### src/rtl/cmd_reader_mc.sv
`default_nettype none
// ============================================================================
//  Module      : cmd_reader_mc
//  Description : In-band command reader. Pops timestamped command packets
//                from a show-ahead TX FIFO, holds each packet until adc_time
//                enters its execution window, then executes PING, WRITE,
//                MASKED (read-modify-write), READ and DELAY commands. Replies
//                (including NACKs for unknown/truncated commands) are sent as
//                16-bit halves on the RX path.
//  Ports       : txclk/reset_n     - clock, async active-low reset
//                adc_time          - free-running timestamp
//                pkt_waiting/fifodata/rdreq/skip - FIFO side
//                rx_WR_enabled/rx_databus/rx_WR/rx_WR_done - reply side
//                reg_addr/reg_data_in/reg_wr/reg_rd/reg_data_out - reg bus
//                stop/stop_time    - per-channel delay pulse and value
//  Revision    : 1.0 - initial release
// ============================================================================
module cmd_reader_mc #(
  parameter int JITTER   = 5,
  parameter int REG_AW   = 7,
  parameter int NUM_CHAN = 2
) (
  input  logic                txclk,
  input  logic                reset_n,
  input  logic [31:0]         adc_time,
  input  logic                pkt_waiting,
  input  logic [31:0]         fifodata,
  output logic                rdreq,
  output logic                skip,
  input  logic                rx_WR_enabled,
  output logic [15:0]         rx_databus,
  output logic                rx_WR,
  output logic                rx_WR_done,
  output logic [REG_AW-1:0]   reg_addr,
  output logic [31:0]         reg_data_in,
  output logic                reg_wr,
  output logic                reg_rd,
  input  logic [31:0]         reg_data_out,
  output logic [NUM_CHAN-1:0] stop,
  output logic [15:0]         stop_time
);

  localparam logic [7:0]  c_op_ping   = 8'h00;
  localparam logic [7:0]  c_op_write  = 8'h02;
  localparam logic [7:0]  c_op_masked = 8'h03;
  localparam logic [7:0]  c_op_read   = 8'h04;
  localparam logic [7:0]  c_op_delay  = 8'h0C;
  localparam logic [7:0]  c_num_chan  = 8'(NUM_CHAN);
  localparam logic [31:0] c_jitter    = 32'(JITTER);
  localparam logic [31:0] c_ts_now    = 32'hFFFF_FFFF;

  typedef enum logic [3:0] {
    S_IDLE    = 4'd0,
    S_HEADER  = 4'd1,
    S_TSTAMP  = 4'd2,
    S_WAIT    = 4'd3,
    S_DECODE  = 4'd4,
    S_FETCH   = 4'd5,
    S_REG_RD  = 4'd6,
    S_REG_CAP = 4'd7,
    S_REG_WR  = 4'd8,
    S_REPLY   = 4'd9
  } state_t;

  state_t              state_q, state_d;
  logic [6:0]          cnt_q, cnt_d;          // payload words still in FIFO
  logic [31:0]         ts_q, ts_d;
  logic [7:0]          op_q, op_d;            // op being executed across states
  logic                fetch_idx_q, fetch_idx_d;
  logic [31:0]         val_q, val_d;
  logic [31:0]         mask_q, mask_d;
  logic                trunc_q, trunc_d;      // truncated packet: skip after NACK
  logic [3:0][15:0]    reply_q, reply_d;
  logic [1:0]          reply_idx_q, reply_idx_d;
  logic [1:0]          reply_last_q, reply_last_d;
  logic                done_q, done_d;
  logic [REG_AW-1:0]   reg_addr_q, reg_addr_d;
  logic [31:0]         reg_data_in_q, reg_data_in_d;
  logic [NUM_CHAN-1:0] stop_q, stop_d;
  logic [15:0]         stop_time_q, stop_time_d;

  logic [7:0]          w_cmd_op;
  logic [7:0]          w_cmd_arg;
  logic [15:0]         w_cmd_data;
  logic [31:0]         w_delta;
  logic                w_nack;

  assign w_cmd_op   = fifodata[31:24];
  assign w_cmd_arg  = fifodata[23:16];
  assign w_cmd_data = fifodata[15:0];
  // Modular difference: the sign bit tells "in the past" from "in the future"
  // even across a 32-bit wrap of adc_time.
  assign w_delta    = ts_q - adc_time;

  assign rx_WR_done  = done_q;
  assign reg_addr    = reg_addr_q;
  assign reg_data_in = reg_data_in_q;
  assign stop        = stop_q;
  assign stop_time   = stop_time_q;

  always_ff @(posedge txclk or negedge reset_n) begin
    if (!reset_n) begin
      state_q       <= S_IDLE;
      cnt_q         <= '0;
      ts_q          <= '0;
      op_q          <= '0;
      fetch_idx_q   <= 1'b0;
      val_q         <= '0;
      mask_q        <= '0;
      trunc_q       <= 1'b0;
      reply_q       <= '0;
      reply_idx_q   <= '0;
      reply_last_q  <= '0;
      done_q        <= 1'b0;
      reg_addr_q    <= '0;
      reg_data_in_q <= '0;
      stop_q        <= '0;
      stop_time_q   <= '0;
    end else begin
      state_q       <= state_d;
      cnt_q         <= cnt_d;
      ts_q          <= ts_d;
      op_q          <= op_d;
      fetch_idx_q   <= fetch_idx_d;
      val_q         <= val_d;
      mask_q        <= mask_d;
      trunc_q       <= trunc_d;
      reply_q       <= reply_d;
      reply_idx_q   <= reply_idx_d;
      reply_last_q  <= reply_last_d;
      done_q        <= done_d;
      reg_addr_q    <= reg_addr_d;
      reg_data_in_q <= reg_data_in_d;
      stop_q        <= stop_d;
      stop_time_q   <= stop_time_d;
    end
  end

  always_comb begin
    state_d       = state_q;
    cnt_d         = cnt_q;
    ts_d          = ts_q;
    op_d          = op_q;
    fetch_idx_d   = fetch_idx_q;
    val_d         = val_q;
    mask_d        = mask_q;
    trunc_d       = trunc_q;
    reply_d       = reply_q;
    reply_idx_d   = reply_idx_q;
    reply_last_d  = reply_last_q;
    done_d        = 1'b0;
    reg_addr_d    = reg_addr_q;
    reg_data_in_d = reg_data_in_q;
    stop_d        = '0;
    stop_time_d   = stop_time_q;
    w_nack        = 1'b0;
    rdreq         = 1'b0;
    skip          = 1'b0;
    reg_rd        = 1'b0;
    reg_wr        = 1'b0;
    rx_WR         = 1'b0;
    rx_databus    = 16'h0000;

    case (state_q)
      S_IDLE: begin
        trunc_d = 1'b0;
        if (pkt_waiting) begin
          state_d = S_HEADER;
        end
      end

      S_HEADER: begin
        rdreq   = 1'b1;
        cnt_d   = fifodata[8:2];
        state_d = S_TSTAMP;
      end

      S_TSTAMP: begin
        rdreq   = 1'b1;
        ts_d    = fifodata;
        state_d = S_WAIT;
      end

      S_WAIT: begin
        if ((ts_q == c_ts_now) ||
            ((w_delta != 32'd0) && (w_delta <= c_jitter))) begin
          state_d = S_DECODE;
        end else if ((w_delta == 32'd0) || w_delta[31]) begin
          skip    = 1'b1;
          state_d = S_IDLE;
        end
      end

      S_DECODE: begin
        // The skip is taken here rather than alongside the last pop so
        // that skip and rdreq are never asserted together.
        if ((cnt_q == 7'd0) || trunc_q) begin
          skip    = 1'b1;
          state_d = S_IDLE;
        end else begin
          rdreq       = 1'b1;
          cnt_d       = cnt_q - 7'd1;
          op_d        = w_cmd_op;
          fetch_idx_d = 1'b0;
          reply_idx_d = 2'd0;
          case (w_cmd_op)
            c_op_ping: begin
              reply_d[0]   = 16'h0102;
              reply_d[1]   = w_cmd_data;
              reply_last_d = 2'd1;
              state_d      = S_REPLY;
            end
            c_op_write: begin
              // cnt_q still counts the command word itself.
              if (cnt_q < 7'd2) begin
                w_nack  = 1'b1;
                trunc_d = 1'b1;
              end else begin
                reg_addr_d = w_cmd_data[REG_AW-1:0];
                state_d    = S_FETCH;
              end
            end
            c_op_masked: begin
              if (cnt_q < 7'd3) begin
                w_nack  = 1'b1;
                trunc_d = 1'b1;
              end else begin
                reg_addr_d = w_cmd_data[REG_AW-1:0];
                state_d    = S_FETCH;
              end
            end
            c_op_read: begin
              reg_addr_d   = w_cmd_data[REG_AW-1:0];
              reply_d[0]   = 16'h0506;
              reply_d[1]   = w_cmd_data;
              reply_last_d = 2'd3;
              state_d      = S_REG_RD;
            end
            c_op_delay: begin
              if (w_cmd_arg < c_num_chan) begin
                for (int i = 0; i < NUM_CHAN; i++) begin
                  if (w_cmd_arg == 8'(i)) begin
                    stop_d[i] = 1'b1;
                  end
                end
                stop_time_d = w_cmd_data;
              end else begin
                w_nack = 1'b1;
              end
            end
            default: begin
              w_nack = 1'b1;
            end
          endcase
          if (w_nack) begin
            reply_d[0]   = {8'h0F, w_cmd_op};
            reply_d[1]   = {w_cmd_arg, 8'h00};
            reply_last_d = 2'd1;
            state_d      = S_REPLY;
          end
        end
      end

      S_FETCH: begin
        rdreq = 1'b1;
        cnt_d = cnt_q - 7'd1;
        if (!fetch_idx_q) begin
          val_d = fifodata;
          if (op_q == c_op_write) begin
            reg_data_in_d = fifodata;
            state_d       = S_REG_WR;
          end else begin
            fetch_idx_d = 1'b1;
          end
        end else begin
          mask_d  = fifodata;
          state_d = S_REG_RD;
        end
      end

      S_REG_RD: begin
        reg_rd  = 1'b1;
        state_d = S_REG_CAP;
      end

      S_REG_CAP: begin
        if (op_q == c_op_masked) begin
          reg_data_in_d = (reg_data_out & ~mask_q) | (val_q & mask_q);
          state_d       = S_REG_WR;
        end else begin
          reply_d[2] = reg_data_out[15:0];
          reply_d[3] = reg_data_out[31:16];
          state_d    = S_REPLY;
        end
      end

      S_REG_WR: begin
        reg_wr  = 1'b1;
        state_d = S_DECODE;
      end

      S_REPLY: begin
        rx_databus = reply_q[reply_idx_q];
        if (rx_WR_enabled) begin
          rx_WR = 1'b1;
          if (reply_idx_q == reply_last_q) begin
            done_d  = 1'b1;
            state_d = S_DECODE;
          end else begin
            reply_idx_d = reply_idx_q + 2'd1;
          end
        end
      end

      default: begin
        state_d = S_IDLE;
      end
    endcase
  end

endmodule
`default_nettype wire
### config.mk
export PLATFORM = sky130hd
export DESIGN_NAME = cmd_reader_mc
export DESIGN_NICKNAME = d
export VERILOG_FILES = /design/src/rtl/cmd_reader_mc.sv
export SDC_FILE = /design/constraint.sdc
export NUM_CORES = 1
export LEC_CHECK = 0
export CAP_MARGIN = 10
export CORE_MARGIN = 5
export CORE_UTILIZATION = 50
export DETAILED_ROUTE_END_ITERATION = 12
export GPL_TIMING_DRIVEN = 0
export PLACE_DENSITY = 0.82
export SKIP_LAST_GASP = 1
export SYNTH_ARGS = -nofsm -noshare
export SYNTH_HDL_FRONTEND = slang
export SYNTH_SLANG_ARGS = --single-unit
### constraint.sdc
create_clock -name txclk -period 14.3 [get_ports txclk]
set_clock_uncertainty 0.05 [all_clocks]
set_input_delay 4.29 -clock txclk [delete_from_list [all_inputs] [get_ports txclk]]
set_output_delay 4.29 -clock txclk [all_outputs]
set_load 0.01 [all_outputs]
==> metrics.yaml, run 1 <==
sta:
  period_share: 0.926
  fmax_mhz: 75.5
  rsz0062_at_grt: "no"
  final_max_slew_viol_count: 0
  min_period_ps: 13240
  hold_viol: 0
  holdWs_ps: 423
  timing.max_slew.rel_slack: 0.391
  worst_pin_slew_ps: 909
  setup_viol: 0
setup_path:
  reg2regPathDepth: 13
  path_delay_family: "compound AO/OA/AOI/OAI gates"
  start_kind: "input port"
  endpoint_kind: "primary output"
  cp_max_fo: 5
  slowest_stage: "clkdlybuf4s50_1"
  worstPathRequired_ps: 9960
  worst-r2r-setup-slack_ps: 9990
  crit_arrival_ps: 8900
  cp-startpoint: "adc_time[0]"
  slowest_delay_ps: 610
  critical_path_depth: 13
  cp_cell_sequence: "clkdlybuf4s50_1 -> ha_1 -> fa_1 -> and2b_2 -> o2111ai_2 -> a211oi_1 -> o21ai_0 -> a31oi_1 -> mux2i_1 -> nand4_1 -> o41a_1 -> o22ai_1 -> clkdlybuf4s50_1"
  path_buf_inv: 2
  crit_type: "input port to primary output"
  r2r_start: "ts_q[0]"
  cpMostUsedCell: "clkdlybuf4s50_1"
  r2r-end: "state_q[0]"
synthesis:
  synth_area_leaders: "dfrtp_1, mux2_2, mux2i_1, nand2_1, a21oi_1"
  synth-async-reset-ratio: 1.00
  synth_cell_types: 68
  synth_top_area_share: 0.468
  ys_seq_elements: 237
  avgSynthCellArea_um2: 10.4
  yosys_warnings: 0
  syn_area_um2: 12700
  synth_fp_nets: 1351
  synth-edff-count: 0
  yosysTopAreaCell: "dfrtp_1"
  synth.yosys.seq_area_share: 0.468
  synthCells: 1217
  synthFlopType: "dfrtp_1"
worst_hold_path:
  hp-start: "op_q[1]"
  whs_endpoint: "op_q[1]"
  hold_class: "flip-flop to flip-flop"
  holdPathStages: 2
detailed_routing:
  firstDrtPassIters: 6
  wl_per_cell_um: 22.0
  wirelength_um: 38900
  via_per_inst: 6.05
  drt-initial-drc-count: 1230
  drc: 0
  antenna_left: 0
  vias: 10700
pwr:
  ir_drop_mv: 0.106
  p_per_area_nw_per_um2: 189
  power_uw: 2970
  leakage_uw: 0.00695
clock_tree:
  cts_buffers: 24
  cts_setup_buffers: 0
  cts_root_buf: "clkbuf_16"
  cts_htree_levels: 1
  ctsLongestPathBuffers: 3
  clock_latency_ps: 510
  postCtsHoldBufs: 0
  tritoncts: "done"
  post_cts_resized: 0
  cts.sinks: 237
  cts.reportedPaths.clkPinSlew_ps: 60
grt:
  antenna_found_initial: 0
  grt_pass1_vias: 10800
  overflow: 0
  grt_max_degree: 126
  grt_pass1_wl_um: 60500
  track_usage: 0.267
finish:
  nets: 1555
  drive_above_1_share: 0.166
  area_growth_pct: 24.2
  antenna_cells: 0
  n_fill_cell: 1978
  layout_commonest_cell: "dfrtp_1"
  final_cell_mix: "dfrtp_1, clkdlybuf4s50_1, mux2_2, nand2_1, a21oi_1"
floorplan:
  chipHeight_um: 169
  die-area_um2: 28600
  start_util: 0.505
  fp.dieW_um: 169
  io_pins: 179
  core_area_um2: 25100
  num_rows: 58
place:
  dpl.hpwl_um: 28800
  port_buffers: 177
  gp_congestion: 0.918
job:
  drv_cap: 0
outcome:
  status: "completed"
[kinds of logic after synthesis]
family	synth area share
adders and majority gates	0.0342
and+or+nand+nor	0.123
xor gates and xnor gates	0.0111
buffers and inverters	0.0354
DFF	0.468
AOI/OAI and AO/OA	0.130
muxes	0.198
[how the worst max path moves through the flow]
stage	slack [ps]	to
after global placement	-910	reg_addr[4]
after floorplan	2800	skip
after global routing	890	skip
after detailed placement	1140	skip
final	1060	skip
after CTS	1120	skip
[synth_stat cells, types with 4 or more instances]
| cell type | instances |
|---|---|
| dfrtp_1 | 237 |
| mux2_2 | 155 |
| nand2_1 | 127 |
| a21oi_1 | 85 |
| o21ai_0 | 84 |
| nor2_1 | 76 |
| inv_1 | 49 |
| clkbuf_1 | 48 |
| mux2i_1 | 48 |
| ha_1 | 33 |
| nand4_1 | 27 |
| nor3_1 | 20 |
| nand3_1 | 18 |
| nor2b_1 | 17 |
| a22o_1 | 13 |
| buf_2 | 13 |
| mux4_2 | 12 |
| xnor2_1 | 11 |
| o21a_1 | 10 |
| or3_1 | 9 |
| a211oi_1 | 7 |
| nand3b_1 | 7 |
| nor4_1 | 7 |
| a31oi_1 | 6 |
| or4_1 | 6 |
| a21o_1 | 5 |
| a21oi_2 | 5 |
| a22oi_1 | 5 |
| nand2b_1 | 5 |
| o211ai_1 | 5 |
| o21ai_1 | 5 |
| xor2_1 | 5 |
| buf_1 | 4 |
[sequential cells by signal, summed over array words and instances, names as in the netlist, 4 cells and up]
| name | cells |
|---|---|
| cnt_q | 7 |
| mask_q | 32 |
| op_q | 8 |
| reg_addr | 7 |
| reg_data_in | 32 |
| reply_q | 58 |
| state_q | 4 |
| stop_time | 16 |
| ts_q | 32 |
| val_q | 32 |
[worst min-delay path, cell delays in order (launching register included)]
cell and delay (ps):
dfrtp_1 330, nand2_1 50, nand2_1 60
[through the flow]
step	setup slack (ps)	area (µm²)	setup TNS, ps	cells	util
after global placement	-911	14900	-210900	1724	0.592
after floorplan	2800	12700	0	1217	-
after detailed placement	1140	14900	0	1725	0.593
after CTS	1120	15700	0	1768	0.627
final	1060	15700	0	1768	0.627
after global routing	894	15700	0	1768	0.627
[routing by layer]
metal  vias up  track usage  share of wire
met1      5320        0.363           0.42
met3        88       0.0387          0.072
met2       483        0.450           0.48
li1       4797            -              -
met4         0       0.0739          0.030
met5         -            0              0
[final cells by class]
type | count | area, µm² | share of cell area
Multi-Input combinational cell | 865 | 6300 | 0.400
Buffer | 66 | 265 | 0.0168
Tap cell | 330 | 413 | 0.0262
Sequential cell | 237 | 5930 | 0.377
Inverter | 49 | 184 | 0.0117
Timing Repair Buffer | 178 | 1800 | 0.115
Clock inverter | 7 | 115 | 0.00731
Clock buffer | 36 | 737 | 0.0468
[where the power goes]
part | leakage [µW] | internal [µW] | total [µW] | switching (µW)
clock | 0.000414 | 409 | 670 | 260
combinational | 0.00366 | 569 | 1220 | 654
sequential | 0.00287 | 901 | 1080 | 175
total | 0.00695 | 1880 | 2970 | 1090
(Power assumes the default switching activity.)
==> run 2, diff against run 1 <==
--- a/config.mk
+++ b/config.mk
@@ -5,7 +5,7 @@
 export SDC_FILE = /design/constraint.sdc
 export NUM_CORES = 1
 export LEC_CHECK = 0
-export CAP_MARGIN = 10
+export CAP_MARGIN = 25
 export CORE_MARGIN = 5
 export CORE_UTILIZATION = 50
 export DETAILED_ROUTE_END_ITERATION = 12
==> results of run 2 <==
The final DEF is identical to that of run 1; final timing and power are the same.
==> run 3, diff against run 2 <==
--- a/config.mk
+++ b/config.mk
@@ -12,6 +12,7 @@
 export GPL_TIMING_DRIVEN = 0
 export PLACE_DENSITY = 0.82
 export SKIP_LAST_GASP = 1
+export SLEW_MARGIN = 30
 export SYNTH_ARGS = -nofsm -noshare
 export SYNTH_HDL_FRONTEND = slang
 export SYNTH_SLANG_ARGS = --single-unit
==> constraint.sdc (replaced) <==
create_clock -name txclk -period 14.3 [get_ports txclk]
set_clock_uncertainty 0.05 [all_clocks]
set_input_delay 2.86 -clock txclk [delete_from_list [all_inputs] [get_ports txclk]]
set_output_delay 2.86 -clock txclk [all_outputs]
set_load 0.01 [all_outputs]
==> run 3 against run 2 <==
  * Critical endpoint unchanged
  * Cell count fell by 0.28%
  * Sequential share of layout area rose by 0.32 points
  * Core utilization fell by 0.53 points
  * Die area did not move
  * Hold slack improved by 0.88 ps
  * Largest cell class unchanged
==> metrics.yaml, run 3 (synthesis gave the netlist of run 1 again) <==
clock_tree:
  cts_htree_levels: 1
  tritoncts: "done"
  clock_latency_ps: 510
  cts.reportedPaths.clkPinSlew_ps: 60
  cts.sinks: 237
  cts_setup_buffers: 0
  cts_root_buf: "clkbuf_16"
  postCtsHoldBufs: 0
  cts_buffers: 23
  ctsLongestPathBuffers: 3
  post_cts_resized: 0
worst_hold_path:
  hp-start: "op_q[1]"
  whs_endpoint: "op_q[1]"
  hold_class: "flip-flop to flip-flop"
  holdPathStages: 2
grt:
  grt_pass1_wl_um: 60800
  overflow: 0
  track_usage: 0.267
  antenna_found_initial: 0
  grt_pass1_vias: 10800
  grt_max_degree: 89
pwr:
  ir_drop_mv: 0.0994
  seqPwrFrac: 0.374
  leakage_uw: 0.00689
  p_switching_uw: 1080
  internal_power_uw: 1800
  swShare: 0.375
  power.share.clock: 0.200
  p_per_area_nw_per_um2: 184
  power_frac_comb: 0.426
floorplan:
  io_pins: 179
  die-area_um2: 28600
  chipHeight_um: 169
  core_area_um2: 25100
  num_rows: 58
  fp.dieW_um: 169
  start_util: 0.505
place:
  numPlacedInstances: 1726
  port_buffers: 177
  gp_congestion: 0.918
  post-place-ws_ps: 4060
  placed_area_um2: 14900
  dpl.hpwl_um: 29000
sta:
  worst_pin_slew_ps: 882
  period_share: 0.721
  fmax_mhz: 97.0
  min_period_ps: 10310
  fin_tns_setup_ps: 0
  timing.max_slew.rel_slack: 0.408
  setup_viol: 0
  rsz0062_at_grt: "no"
  holdWs_ps: 424
  hold_viol: 0
  final_max_slew_viol_count: 0
  fin_ws_ps: 3990
detailed_routing:
  wl_per_cell_um: 22.1
  drc: 0
  firstDrtPassIters: 5
  wirelength_um: 39000
  via_per_inst: 6.02
  vias: 10600
  antenna_left: 0
  drt-initial-drc-count: 1067
finish:
  multi_input_area_um2: 6300
  antenna_cells: 0
  n_fill_cell: 2011
  drive_above_1_share: 0.161
  largest_reg_flops: 58
  final-instance-count-excl-fill: 1763
  nets: 1555
  regMostFlops: "reply_q"
  final_cell_area_um2: 15600
  layout_commonest_cell: "dfrtp_1"
  final_cell_mix: "dfrtp_1, clkdlybuf4s50_1, mux2_2, nand2_1, a21oi_1"
  area_growth_pct: 23.2
  ff_latch_area_um2: 5930
setup_path:
  r2r_start: "ts_q[0]"
  worstPathRequired_ps: 11390
  cp_max_fo: 5
  worst-r2r-setup-slack_ps: 10080
  endpoint_kind: "primary output"
  crit_type: "input port to primary output"
  start_kind: "input port"
  r2r-end: "state_q[0]"
  crit_arrival_ps: 7400
  reg2regPathDepth: 13
outcome:
  status: "completed"
job:
  drv_cap: 0
[run 3: worst max-delay path by stage]
stage                     slack (ps)   startpoint     endpoint  depth (start not counted)
after floorplan                 5660  adc_time[0]         skip                         11
after global placement           520      reset_n  reg_addr[4]                          1
after detailed placement        4060  adc_time[0]         skip                         13
after CTS                       4020  adc_time[0]         skip                         13
after global routing            3710  adc_time[0]         skip                         13
final                           3990  adc_time[0]         skip                         13
[run 3: layout make-up]
cell class	count	area share
clock buffer	33	0.0412
inverter	49	0.0118
clock inverter	4	0.00313
buffer	66	0.0170
tap	330	0.0264
multi-input combinational	865	0.403
timing repair buffer	179	0.117
sequential	237	0.380
[run 3: metrics by stage]
step	power [µW]	utilization
2_1_floorplan	1930	-
3_3_place_gp	2240	0.592
3_5_place_dp	2280	0.594
4_1_cts	2860	0.622
5_1_grt	3050	0.622
6_report	2880	0.622
[run 3: critical path, cell delays in order]
cell and delay (ps):
clkdlybuf4s50_1 450, ha_1 260, fa_1 410, and2b_2 260, o2111ai_2 220, a211oi_1 510, o21ai_0 290, a31oi_1 350
mux2i_1 290, nand4_1 260, o41a_1 370, o22ai_1 270, clkdlybuf4s50_1 610
[run 3: metal layers]
layer / global-route usage / wire, µm / vias to the layer above
met1: 0.363 / 16300 / 5217
met5: 0 / 0 / -
met3: 0.0424 / 2880 / 83
li1: - / - / 4804
met4: 0.0697 / 1120 / 0
met2: 0.452 / 18700 / 515
[run 3: power groups by stage]
stage	Sequential (µW)	Combinational [µW]	Clock (µW)
3_3_place_gp	1070	1170	0
3_5_place_dp	1080	1200	0
6_report	1080	1230	576
5_1_grt	1100	1340	610
2_1_floorplan	1010	914	0
4_1_cts	1070	1210	581
